==> src/rtl/serial_cmp_pkg.sv <==
// rtl/serial_cmp_pkg.sv - shared states, 7-segment table and width helper for the serial complementers
package serial_cmp_pkg;

    typedef enum logic [1:0] {
        IDLE  = 2'd0,
        SHIFT = 2'd1,
        DONE  = 2'd2
    } state_t;

    // Active-low segments a..g with bit6 = a, indexed by hex digit.
    localparam logic [6:0] SEG_TABLE [16] = '{
        7'b0000001, 7'b1001111, 7'b0010010, 7'b0000110,
        7'b1001100, 7'b0100100, 7'b0100000, 7'b0001111,
        7'b0000000, 7'b0000100, 7'b0001000, 7'b1100000,
        7'b0110001, 7'b1000010, 7'b0110000, 7'b0111000
    };

    // Ceiling log2, floored at 1 so a counter always has at least one bit.
    function automatic int clog2(input int n);
        int r;
        r = 0;
        while ((1 << r) < n) begin
            r = r + 1;
        end
        return (r < 1) ? 1 : r;
    endfunction

endpackage

==> src/rtl/hex_to_7seg.sv <==
// rtl/hex_to_7seg.sv - combinational 4-bit to active-low 7-segment decoder
module hex_to_7seg
    import serial_cmp_pkg::*;
(
    input  logic [3:0] digit,
    output logic [6:0] seg
);

    assign seg = SEG_TABLE[digit];

endmodule

==> src/rtl/serial_2s_comp_rx.sv <==
// rtl/serial_2s_comp_rx.sv - serial-in two's-complement negator with hex display; NEG_OVERFLOW_EN adds ovf
module serial_2s_comp_rx
    import serial_cmp_pkg::*;
#(
    parameter int WIDTH = 4
) (
    input  logic             clk,
    input  logic             rst,
    input  logic             start,
    input  logic             sin,
    input  logic             sin_valid,
    output logic             busy,
    output logic             done,
    output logic [WIDTH-1:0] Y,
    output logic [6:0]       led
`ifdef NEG_OVERFLOW_EN
    ,
    output logic             ovf
`endif
);

    localparam int CW = clog2(WIDTH);
    localparam logic [CW-1:0] LAST = CW'(WIDTH - 1);

    state_t        state;
    logic          a;
    logic [CW-1:0] cnt;
    logic          out_bit;
    logic          last_bit;
    logic          go;
    logic          take;

    assign go       = start && ((state == IDLE) || (state == DONE));
    assign take     = (state == SHIFT) && sin_valid;
    assign last_bit = (cnt == LAST);
    // Mealy negation: copy bits up to and including the first 1, invert the rest.
    assign out_bit  = sin ^ a;

    always_ff @(posedge clk) begin
        if (rst) begin
            state <= IDLE;
            a     <= 1'b0;
            cnt   <= '0;
            Y     <= '0;
        end else begin
            case (state)
                IDLE, DONE: begin
                    if (start) begin
                        state <= SHIFT;
                        a     <= 1'b0;
                        cnt   <= '0;
                        Y     <= '0;
                    end else begin
                        state <= IDLE;
                    end
                end
                SHIFT: begin
                    if (sin_valid) begin
                        a   <= a | sin;
                        Y   <= {out_bit, Y[WIDTH-1:1]};
                        cnt <= last_bit ? '0 : cnt + CW'(1);
                        if (last_bit) begin
                            state <= DONE;
                        end
                    end
                end
                default: state <= IDLE;
            endcase
        end
    end

    assign busy = (state == SHIFT);
    assign done = (state == DONE);

    hex_to_7seg u_seg (
        .digit (Y[3:0]),
        .seg   (led)
    );

`ifdef NEG_OVERFLOW_EN
    // Operand 10..0 is exactly: no 1 seen before the final bit, and the final bit is 1.
    always_ff @(posedge clk) begin
        if (rst) begin
            ovf <= 1'b0;
        end else if (go) begin
            ovf <= 1'b0;
        end else if (take && last_bit) begin
            ovf <= ~a & sin;
        end
    end
`endif

endmodule

==> config.mk <==
export PLATFORM = sky130hd
export DESIGN_NAME = serial_2s_comp_rx
export DESIGN_NICKNAME = d
export VERILOG_FILES = /design/src/rtl/serial_cmp_pkg.sv /design/src/rtl/hex_to_7seg.sv /design/src/rtl/serial_2s_comp_rx.sv
export SDC_FILE = /design/constraint.sdc
export NUM_CORES = 1
export LEC_CHECK = 0
export BUFFER_PORTS_ARGS = -buffer_cell sky130_fd_sc_hd__buf_2
export CAP_MARGIN = 20
export CORE_MARGIN = 2
export CORE_UTILIZATION = 47
export CTS_BUF_LIST = sky130_fd_sc_hd__clkbuf_4 sky130_fd_sc_hd__clkbuf_8
export DETAILED_ROUTE_END_ITERATION = 16
export PLACE_DENSITY = 0.76
export SKIP_CTS_REPAIR_TIMING = 1
export SLEW_MARGIN = 25
export SYNTH_ARGS = -nofsm -noshare
export SYNTH_HDL_FRONTEND = slang
export SYNTH_SLANG_ARGS = --single-unit
==> constraint.sdc <==
create_clock -name clk -period 1.1 [get_ports clk]
set_input_delay 0.11 -clock clk [delete_from_list [all_inputs] [get_ports clk]]
set_output_delay 0.11 -clock clk [all_outputs]
set_load 0.005 [all_outputs]
==> results of run 1 <==
==> report_power, final <==
group	total [mW]	leakage [nW]	switching, mW	internal (mW)
Sequential	0.337	0.0767	0.00903	0.328
Combinational	0.0962	0.362	0.0459	0.0503
Clock	0.274	0.0184	0.110	0.164
Total	0.707	0.457	0.165	0.542
==> synth_stat cells (2+ instances only) <==
library cell / number
buf_2: 3
dfxtp_1: 9
a21oi_1: 7
ha_1: 9
inv_1: 5
nor2_1: 3
nand3_1: 2
nor3_1: 2
o21ai_0: 5
nand2_1: 15
nor2b_1: 2
==> critical path, cell delays in order, from the launching register on <==
cell and delay [ns]:
dfxtp_4 0.40, inv_6 0.06, ha_4 0.15, or2_4 0.23, a21oi_2 0.14, a31oi_1 0.05, buf_2 0.13
==> state kept, by name, indices dropped and copies added (netlist names) <==
name / cells
Y: 4
a: 1
cnt: 2
state: 2
==> logic make-up after synthesis <==
group	Yosys count
fa+ha+maj	9
mux	2
buf+inv	10
simple gates	31
flops	9
compound gates	20
==> how the worst max path moves through the flow <==
stage,startpoint,to,depth (start not counted)
final,Y[1]$_SDFFE_PP0P_,led[3],6
after global routing,Y[1]$_SDFFE_PP0P_,led[3],6
after CTS,Y[1]$_SDFFE_PP0P_,led[3],6
after detailed placement,Y[1]$_SDFFE_PP0P_,led[3],6
after global placement,Y[0]$_SDFFE_PP0P_,led[0],5
after floorplan,Y[1]$_SDFFE_PP0P_,led[3],5
==> layout make-up <==
class	instances	area, sq um	area share (%)
Clock buffer	4	30.0	3.01
Inverter	5	26.3	2.63
Multi-Input combinational cell	62	494	49.6
Sequential cell	9	195	19.6
Tap cell	15	18.8	1.88
Timing Repair Buffer	34	233	23.3
==> stage by stage <==
step / utilization, % / instance area, sq um / power (mW) / hold WS (ns) / setup slack (ns)
2_1_floorplan: - / 671 / 0.392 / 0.182 / 0.00877
4_1_cts: 70.0 / 900 / 0.702 / 0.0675 / -0.440
6_report: 77.6 / 997 / 0.707 / 0.0791 / -0.420
3_5_place_dp: 67.7 / 870 / 0.432 / 0.336 / -0.167
5_1_grt: 77.6 / 997 / 0.746 / 0.0703 / -0.485
3_3_place_gp: 67.7 / 870 / 0.430 / 0.330 / -0.105
==> metal layers <==
metal	track usage [%]	up-vias	share of wire, %
li1	-	337	-
met1	19.8	305	41
met2	37.1	17	54
met3	4.89	2	3.6
met4	10.0	0	0.66
met5	0	-	0
==> run summary, run 1 <==
DIE
-------------------------------------------------------------------------------------------
Ports placed on the boundary                                                             18
Die Height                                                                     40.9 microns
Initial standard-cell utilization of the core                                         49.8%
Total die area                                                                 0.00167 sq mm
Placement row count                                                                      13
Area of the core                                                               0.00128 sq mm
Horizontal die dimension                                                       40.9 microns

JOB
-------------------------------------------------------------------------------------------
Number of maximum-capacitance constraint violations                                       0

DRT
-------------------------------------------------------------------------------------------
Per-cell via count in the routed design                                                5.12
Count of antenna-violating nets left after detailed routing                               0
DRC Markers                                                                               0
Routed wirelength normalized by instance count                                 12.9 microns
Number of design-rule violations left by the first detailed-router iteration              4
Vias                                                                                    661
Detailed Routing Iterations Pass 1                                                        4
Drt total wl                                                                   1670 microns

SETUP PATH
-------------------------------------------------------------------------------------------
Largest fanout on the critical path                                                       6
Count of cells along the worst register-to-register path                                  4
Endpoint of the lowest-slack register-to-register path                         a$_SDFFE_PP0P_
Source of the worst register-to-register timing path                           state[0]$_SDFFE_PP0P_
Worst Path Required                                                                 0.99 ns
Sort of element at the start of the critical path                                      flop
Type of the worst setup path                                                     reg -> out
Worst reg2reg setup slack                                                           0.04 ns
Worst endpoint data arrival time                                                    1.41 ns
Crit path capture type                                                         primary output

TIMING
-------------------------------------------------------------------------------------------
Max frequency                                                                       658 MHz
Setup_tns                                                                          -2.41 ns
Final count of pins violating max slew                                                    0
Actual transition at the worst max-transition pin                                  0.275 ns
Headroom to the max-slew limit                                                        81.6%
Hold violation total from the final report                                                0
Part of the cycle the worst path needs                                                 138%
Unrepaired setup endpoints after global routing                                        true
Setup Viol. Count Final                                                                   7
Final setup skew                                                                 0.00250 ns
Min Clock Period, post-route                                                        1.52 ns
Setup ws final                                                                    -0.420 ns

SYNTH
-------------------------------------------------------------------------------------------
Largest family of logic cells by synthesized area                              simple AND/OR/NAND/NOR gates
Total of flip-flops plus latches after synthesis                                          9
Post-synth EDFFs                                                                          0
Post-synthesis cell type with the largest combined area                             dfxtp_1
Share of the synthesized area in compound gates (AO/OA/AOI/OAI)                       19.8%
Multiplexer share of the synthesized area                                             3.33%
Post-Synth XOR/XNOR Area                                                                 0%
Fraction of the yosys area taken by sequential cells                                  28.2%
Post-synthesis cell area                                                          639 sq um
Post-Synth Adder-Cell Area                                                            17.6%
Count of yosys warnings during synthesis                                                  0
Mean area per synthesized cell                                                   7.89 sq um
Ys async rst share                                                                       0%
Number of library cell types mapped by synthesis                                         30
Commonest register cell after synthesis                                             dfxtp_1
Net count after synthesis                                                                95
Simple-gate area share of the yosys netlist                                           23.5%
Cell count after synthesis                                                               81
Dominant cells by area after synthesis                                         dfxtp_1 (28%), ha_1 (18%), nand2_1 (8.8%)
Portion of synthesized cell area occupied by the leading cell type                    28.2%

LAYOUT
-------------------------------------------------------------------------------------------
Leading cell type in the layout, fill and taps excluded                               buf_2
Fraction of layout instances using a drive strength above 1                           55.3%
Diode insertion count for antenna repair                                                  0
Number of filler cells placed in the layout                                              97
Area grow syn2layout                                                                  56.0%
NumNets Final                                                                           129
Top library cells by usage in the layout, fill and taps aside                  buf_2 (17), buf_4 (14), nand2_1 (12)
Final instance count without filler cells                                               129

POWER AND IR DROP
-------------------------------------------------------------------------------------------
Peak VDD IR                                                                          675 uV
Leakage Power                                                                      0.457 nW
Pwr dens                                                                        709 mW/mm^2

MIN PATH
-------------------------------------------------------------------------------------------
Worst hold path stage count                                                               2
Destination of the worst hold path                                             state[1]$_SDFFE_PP0P_
Startpoint of the lowest-slack hold path                                                rst
Type of the most critical hold path                                               in -> reg

GLOBAL ROUTING
-------------------------------------------------------------------------------------------
Number of global-route vias before repair                                               533
Global router's overall resource usage                                                19.8%
Pin count of the biggest net entering global routing                                     11
Overflow after GRT                                                                        0
Global-route wire length before repair                                         2120 microns
Number of antenna violations at the first check in global routing                         0

CLOCK NETWORK
-------------------------------------------------------------------------------------------
Clock slew at reported path FFs                                                     0.06 ns
Clock net sink count                                                                      9
CTS Root Buffer Type                                                               clkbuf_4
Max clock buf depth                                                                       2
Number of buffers added by the clock tree synthesis step                                  3
Clock tree from TritonCTS                                                             built
Depth of the CTS H-tree                                                                   1
Clock Latency Late Sink                                                             0.25 ns

RUN STATUS
-------------------------------------------------------------------------------------------
Failing checks                                                                 negative setup slack
Result of the run                                                              complete, but fails checks

PLACED DESIGN
-------------------------------------------------------------------------------------------
Placer's final routability congestion estimate                                        0.650
IO buf count                                                                             17
Detailed Place HPWL                                                            1180 microns
Cells after DPL                                                                         123

(Power assumes the default switching activity.)
==> run 2, diff against run 1 <==
--- a/config.mk
+++ b/config.mk
@@ -8,10 +8,9 @@
 export BUFFER_PORTS_ARGS = -buffer_cell sky130_fd_sc_hd__buf_2
 export CAP_MARGIN = 20
 export CORE_MARGIN = 2
-export CORE_UTILIZATION = 47
+export CORE_UTILIZATION = 25
 export CTS_BUF_LIST = sky130_fd_sc_hd__clkbuf_4 sky130_fd_sc_hd__clkbuf_8
 export DETAILED_ROUTE_END_ITERATION = 16
-export PLACE_DENSITY = 0.76
 export SKIP_CTS_REPAIR_TIMING = 1
 export SLEW_MARGIN = 25
 export SYNTH_ARGS = -nofsm -noshare
==> run 2 against run 1 <==
The flow still finishes with violations (negative setup slack). Clock skew increased by 0.0022 ns. Sequential share of layout area is 0.40 points higher. First-iteration DRC count grew to 2.5 times the previous value.
==> run summary, run 2 (synthesized netlist as in run 1, its figures left out) <==
LAYOUT
-------------------------------------------------------------------------------------------
Top library cells by usage in the layout, fill and taps aside                  buf_2 (17), nand2_1 (13), buf_4 (12)
Leading cell type in the layout, fill and taps excluded                               buf_2
Largest register by flop count                                                            Y
NumNets Final                                                                           127
Fraction of layout instances using a drive strength above 1                           52.7%
Final design area excluding fillers                                               990 sq um
Area grow syn2layout                                                                  54.8%
Diode insertion count for antenna repair                                                  0
Leading registers by flop count                                                Y x4, cnt x2, state x2
Number of flip-flops in the largest register                                              4

PLACED DESIGN
-------------------------------------------------------------------------------------------
Placement-stage cell area                                                         881 sq um
Detailed Place HPWL                                                            1210 microns
Setup WS pre-CTS                                                                  -0.136 ns
Placer's final routability congestion estimate                                        0.714
IO buf count                                                                             17

TIMING
-------------------------------------------------------------------------------------------
Setup ws final                                                                    -0.413 ns
Headroom to the max-slew limit                                                        83.1%
Actual transition at the worst max-transition pin                                  0.253 ns
Setup Viol. Count Final                                                                   8
Part of the cycle the worst path needs                                                 138%
Final setup skew                                                                 0.00471 ns
Unrepaired setup endpoints after global routing                                        true
Final count of pins violating max slew                                                    0
Max frequency                                                                       661 MHz
Hold violation total from the final report                                                0
Hold slack final                                                                  0.0573 ns
Min Clock Period, post-route                                                        1.51 ns

CLOCK NETWORK
-------------------------------------------------------------------------------------------
CTS Root Buffer Type                                                               clkbuf_4
Clock Latency Late Sink                                                             0.27 ns
Number of buffers added by the clock tree synthesis step                                  3
Depth of the CTS H-tree                                                                   1
Clock net sink count                                                                      9
Clock tree from TritonCTS                                                             built
Max clock buf depth                                                                       2
Clock slew at reported path FFs                                                     0.06 ns

DRT
-------------------------------------------------------------------------------------------
Routed wirelength normalized by instance count                                 11.2 microns
Drt total wl                                                                   1590 microns
Number of design-rule violations left by the first detailed-router iteration             10
Per-cell via count in the routed design                                                4.65
Vias                                                                                    661
Count of antenna-violating nets left after detailed routing                               0
Detailed Routing Iterations Pass 1                                                        4
DRC Markers                                                                               0

DIE
-------------------------------------------------------------------------------------------
Die Height                                                                     54.6 microns
Total die area                                                                 0.00298 sq mm
Horizontal die dimension                                                       54.6 microns
Ports placed on the boundary                                                             18
Area of the core                                                               0.00245 sq mm
Placement row count                                                                      18
Initial standard-cell utilization of the core                                         26.0%

POWER AND IR DROP
-------------------------------------------------------------------------------------------
Total power                                                                          722 uW
Peak VDD IR                                                                          628 uV
Leakage Power                                                                      0.433 nW
Pwr dens                                                                        730 mW/mm^2

GLOBAL ROUTING
-------------------------------------------------------------------------------------------
Number of global-route vias before repair                                               618
Overflow after GRT                                                                        0
Global router's overall resource usage                                                11.5%
Global-route wire length before repair                                         2560 microns
Pin count of the biggest net entering global routing                                     12
Number of antenna violations at the first check in global routing                         0

SETUP PATH
-------------------------------------------------------------------------------------------
Type of the worst setup path                                                     reg -> out
Crit path capture type                                                         primary output
Critical Path Slowest Stage Cell                                                    dfxtp_4
Maximum cell stage delay along the critical path                                    0.40 ns
Buffers plus inverters on the worst setup path                                            2
Largest delay share family, worst path                                           flip-flops
Worst Path Required                                                                 0.99 ns
Largest fanout on the critical path                                                       6
Sort of element at the start of the critical path                                      flop
Worst endpoint data arrival time                                                    1.40 ns
Critical-path cell list                                                        inv_4 -> ha_1 -> a211oi_2 -> a31o_2 -> buf_2

RUN STATUS
-------------------------------------------------------------------------------------------
Failing checks                                                                 negative setup slack
Result of the run                                                              complete, but fails checks

MIN PATH
-------------------------------------------------------------------------------------------
Type of the most critical hold path                                               in -> reg

JOB
-------------------------------------------------------------------------------------------
Number of maximum-capacitance constraint violations                                       0

[run 2: cell types whose count changed in the layout (fill, tap and decap cells not counted), sizes merged]
cell	delta
buf	-2
[run 2: worst reg2reg max path, stage by stage (launching register included)]
cell	delay, ns
dfxtp_4	0.37
and3b_2	0.25
buf_12	0.14
nor2_1	0.11
a211oi_2	0.04
[run 2: power by group]
group | switching (mW) | total [mW] | internal (mW)
clock network | 0.123 | 0.288 | 0.165
logic | 0.0465 | 0.102 | 0.0551
registers | 0.00715 | 0.332 | 0.325
[run 2: layer usage]
metal	global-route usage (%)	up-vias	routed length [microns]
met3	0.820	3	88
met4	5.00	0	27
met1	12.8	302	641
met2	22.1	18	834
met5	0	-	0
li1	-	338	-
[run 2: per-stage QoR]
step / utilization, % / cells / TNS [ns]
detailed placement: 35.9 / 137 / -0.668
finish: 40.3 / 142 / -2.42
global placement: 35.9 / 137 / -0.506
floorplan: - / 81 / 0
global route: 40.3 / 142 / -2.95
CTS: 37.1 / 141 / -2.93
[run 2: worst paths after layout]
check / startpoint / endpoint / slack, ns / cells after the start
min reg2reg: cnt[1]$_SDFFE_PP0P_ / cnt[1]$_SDFFE_PP0P_ / 0.47 / 2
max: Y[0]$_SDFFE_PP0P_ / led[2] / -0.41 / 5
max reg2reg: state[1]$_SDFFE_PP0P_ / a$_SDFFE_PP0P_ / 0.08 / 4
min: rst / state[0]$_SDFFE_PP0P_ / 0.06 / 2
[run 2: area by class of cell]
class                   instances  area, sq um
fillers                       246         1470
multi-input cells              62          480
repair buffers                 32          218
flip-flops and latches          9          198
well taps                      30         37.5
clock buffers                   4         30.0
inverters                       5         26.3
==> run 3, diff against run 2 <==
--- a/config.mk
+++ b/config.mk
@@ -15,4 +15,5 @@
 export SLEW_MARGIN = 25
 export SYNTH_ARGS = -nofsm -noshare
 export SYNTH_HDL_FRONTEND = slang
+export SYNTH_HIERARCHICAL = 1
 export SYNTH_SLANG_ARGS = --single-unit
==> run 3 against run 2 <==
The run still ends with negative setup slack left. Sequential power rose by 2%. Maximum frequency down 8.5%. Cell count up 0.70%. Power decreased by 2.8%. Clock-buffer cell count unchanged. Critical path depth unchanged. Non-clock buffer count rose by 3. Clock power fell by 5%.
==> run summary, run 3 <==
RUN STATUS
-------------------------------------------------------------------------------------------
Result of the run                                                              complete, but fails checks
Failing checks                                                                 negative setup slack

DRT
-------------------------------------------------------------------------------------------
Count of antenna-violating nets left after detailed routing                               0
Vias                                                                                    649
Drt total wl                                                                   1480 microns
Number of design-rule violations left by the first detailed-router iteration              0
DRC Markers                                                                               0
Routed wirelength normalized by instance count                                 10.3 microns
Per-cell via count in the routed design                                                4.54
Detailed Routing Iterations Pass 1                                                        1

TIMING
-------------------------------------------------------------------------------------------
Final setup skew                                                                 0.00385 ns
Headroom to the max-slew limit                                                        85.2%
Setup ws final                                                                    -0.554 ns
Unrepaired setup endpoints after global routing                                        true
Hold violation total from the final report                                                0
Final count of pins violating max slew                                                    0
Min Clock Period, post-route                                                        1.65 ns
Setup_tns                                                                          -2.52 ns
Part of the cycle the worst path needs                                                 150%
Max frequency                                                                       605 MHz
Actual transition at the worst max-transition pin                                  0.221 ns
Setup Viol. Count Final                                                                   8
Hold slack final                                                                  0.0606 ns

CLOCK NETWORK
-------------------------------------------------------------------------------------------
Depth of the CTS H-tree                                                                   1
Clock Latency Late Sink                                                             0.26 ns
Max clock buf depth                                                                       2
CTS Root Buffer Type                                                               clkbuf_4
Clock slew at reported path FFs                                                     0.06 ns
Clock net sink count                                                                      9
Number of buffers added by the clock tree synthesis step                                  3
Clock tree from TritonCTS                                                             built

GLOBAL ROUTING
-------------------------------------------------------------------------------------------
Global router's overall resource usage                                                10.8%
Number of global-route vias before repair                                               582
Overflow after GRT                                                                        0
Pin count of the biggest net entering global routing                                     10
Global-route wire length before repair                                         2370 microns
Number of antenna violations at the first check in global routing                         0

SETUP PATH
-------------------------------------------------------------------------------------------
Worst reg2reg setup slack                                                           0.05 ns
Sort of element at the start of the critical path                                      flop
Worst Path Required                                                                 0.99 ns
Largest fanout on the critical path                                                       4
Crit path capture type                                                         primary output
Largest delay share family, worst path                                         multiplexers
Worst endpoint data arrival time                                                    1.54 ns
Type of the worst setup path                                                     reg -> out
Maximum cell stage delay along the critical path                                    0.45 ns
Critical-path cell list                                                        inv_4 -> ha_4 -> inv_2 -> mux4_2 -> buf_6
Buffers plus inverters on the worst setup path                                            3
Critical Path Slowest Stage Cell                                                     mux4_2

SYNTH
-------------------------------------------------------------------------------------------
Count of yosys warnings during synthesis                                                  6
Number of library cell types mapped by synthesis                                         26
Commonest cells post-synth                                                     nand2_1 (12), dfxtp_1 (9), ha_1 (9)
Mean area per synthesized cell                                                   8.59 sq um
Most common cell in the synthesized netlist                                         nand2_1
Post-synthesis cell type with the largest combined area                             dfxtp_1
Portion of synthesized cell area occupied by the leading cell type                    27.6%
Post-synthesis cell area                                                          653 sq um
Total of flip-flops plus latches after synthesis                                          9
Net count after synthesis                                                                90
Commonest register cell after synthesis                                             dfxtp_1
Dominant cells by area after synthesis                                         dfxtp_1 (28%), ha_1 (17%), mux2i_1 (7.7%)
Fraction of the yosys area taken by sequential cells                                  27.6%
Ys async rst share                                                                       0%
Cell count after synthesis                                                               76
Post-synth EDFFs                                                                          0

PLACED DESIGN
-------------------------------------------------------------------------------------------
Placer's final routability congestion estimate                                        0.739
Detailed Place HPWL                                                            1190 microns
Setup WS pre-CTS                                                                  -0.278 ns
IO buf count                                                                             17

DIE
-------------------------------------------------------------------------------------------
Total die area                                                                 0.00304 sq mm
Initial standard-cell utilization of the core                                         26.4%
Placement row count                                                                      18
Horizontal die dimension                                                       55.1 microns
Die Height                                                                     55.1 microns
Ports placed on the boundary                                                             18
Area of the core                                                               0.00248 sq mm

POWER AND IR DROP
-------------------------------------------------------------------------------------------
Net switching power                                                                  163 uW
Internal power of the cells                                                          538 uW
Leakage Power                                                                      0.428 nW
Pwr dens                                                                        721 mW/mm^2
Peak VDD IR                                                                          578 uV
Share of power burned in registers                                                    48.3%
Net switching fraction of the power                                                   23.2%
Total power                                                                          701 uW
Clk pwr share                                                                         39.3%
Portion of total power attributed to combinational logic                              12.5%

LAYOUT
-------------------------------------------------------------------------------------------
Leading registers by flop count                                                Y x4, cnt x2, state x2
NumNets Final                                                                           128
Diode insertion count for antenna repair                                                  0
Leading cell type in the layout, fill and taps excluded                               buf_4
Area grow syn2layout                                                                  49.0%
Number of flip-flops in the largest register                                              4
Post-layout util                                                                      39.3%
Largest register by flop count                                                            Y
Top library cells by usage in the layout, fill and taps aside                  buf_4 (17), buf_2 (16), nand2_1 (12)
Fraction of layout instances using a drive strength above 1                           47.8%

MIN PATH
-------------------------------------------------------------------------------------------
Type of the most critical hold path                                               in -> reg

JOB
-------------------------------------------------------------------------------------------
Number of maximum-capacitance constraint violations                                       0

-- run 3: cell types whose count changed after synthesis, moves of 2 or more --
| cell | change |
|---|---|
| mux2i_1 | +4 |
| buf_2 | -2 |
| or3_1 | +2 |
| nand2_1 | -3 |
-- run 3: kinds of logic after synthesis --
kind of cell | Yosys count | share of synthesized area, %
AOI/OAI and AO/OA | 15 | 14.2
adders and majority gates | 9 | 17.2
muxes | 6 | 11.7
DFF | 9 | 27.6
buffers and inverters | 9 | 7.66
and+or+nand+nor | 28 | 21.6
-- run 3: metrics by stage --
stage | cells | instance area, sq um
2_1_floorplan | 76 | 674
3_3_place_gp | 137 | 897
3_5_place_dp | 137 | 897
4_1_cts | 141 | 927
5_1_grt | 143 | 973
6_report | 143 | 973
-- run 3: routing by layer --
metal	GRT usage [%]	wire, microns	vias up
met2	19.2	677	21
met1	12.1	686	289
met3	1.88	90	4
met4	6.10	25	0
li1	-	-	335
met5	0	0	-
-- run 3: final timing paths --
path / from / cells past startpoint / end
setup / recovery: Y[0]$_SDFFE_PP0P_ / 5 / led[3]
hold / removal: rst / 2 / state[0]$_SDFFE_PP0P_
hold reg to reg: cnt[1]$_SDFFE_PP0P_ / 2 / cnt[1]$_SDFFE_PP0P_
setup reg to reg: state[1]$_SDFFE_PP0P_ / 4 / cnt[0]$_SDFFE_PP0P_
-- run 3: area by class of cell --
type                            count  area (sq um)
Timing Repair Buffer               35           230
Multi-Input combinational cell     59           457
Sequential cell                     9           191
Fill cell                         269          1500
Clock buffer                        4          30.0
Inverter                            6          27.5
Tap cell                           30          37.5
-- run 3: power by group through the flow --
stage | logic [mW] | registers (mW) | clock network [mW]
floorplan | 0.0529 | 0.342 | 0
global placement | 0.0821 | 0.343 | 0
detailed placement | 0.0843 | 0.343 | 0
CTS | 0.0846 | 0.336 | 0.286
global route | 0.0991 | 0.340 | 0.298
finish | 0.0874 | 0.339 | 0.275
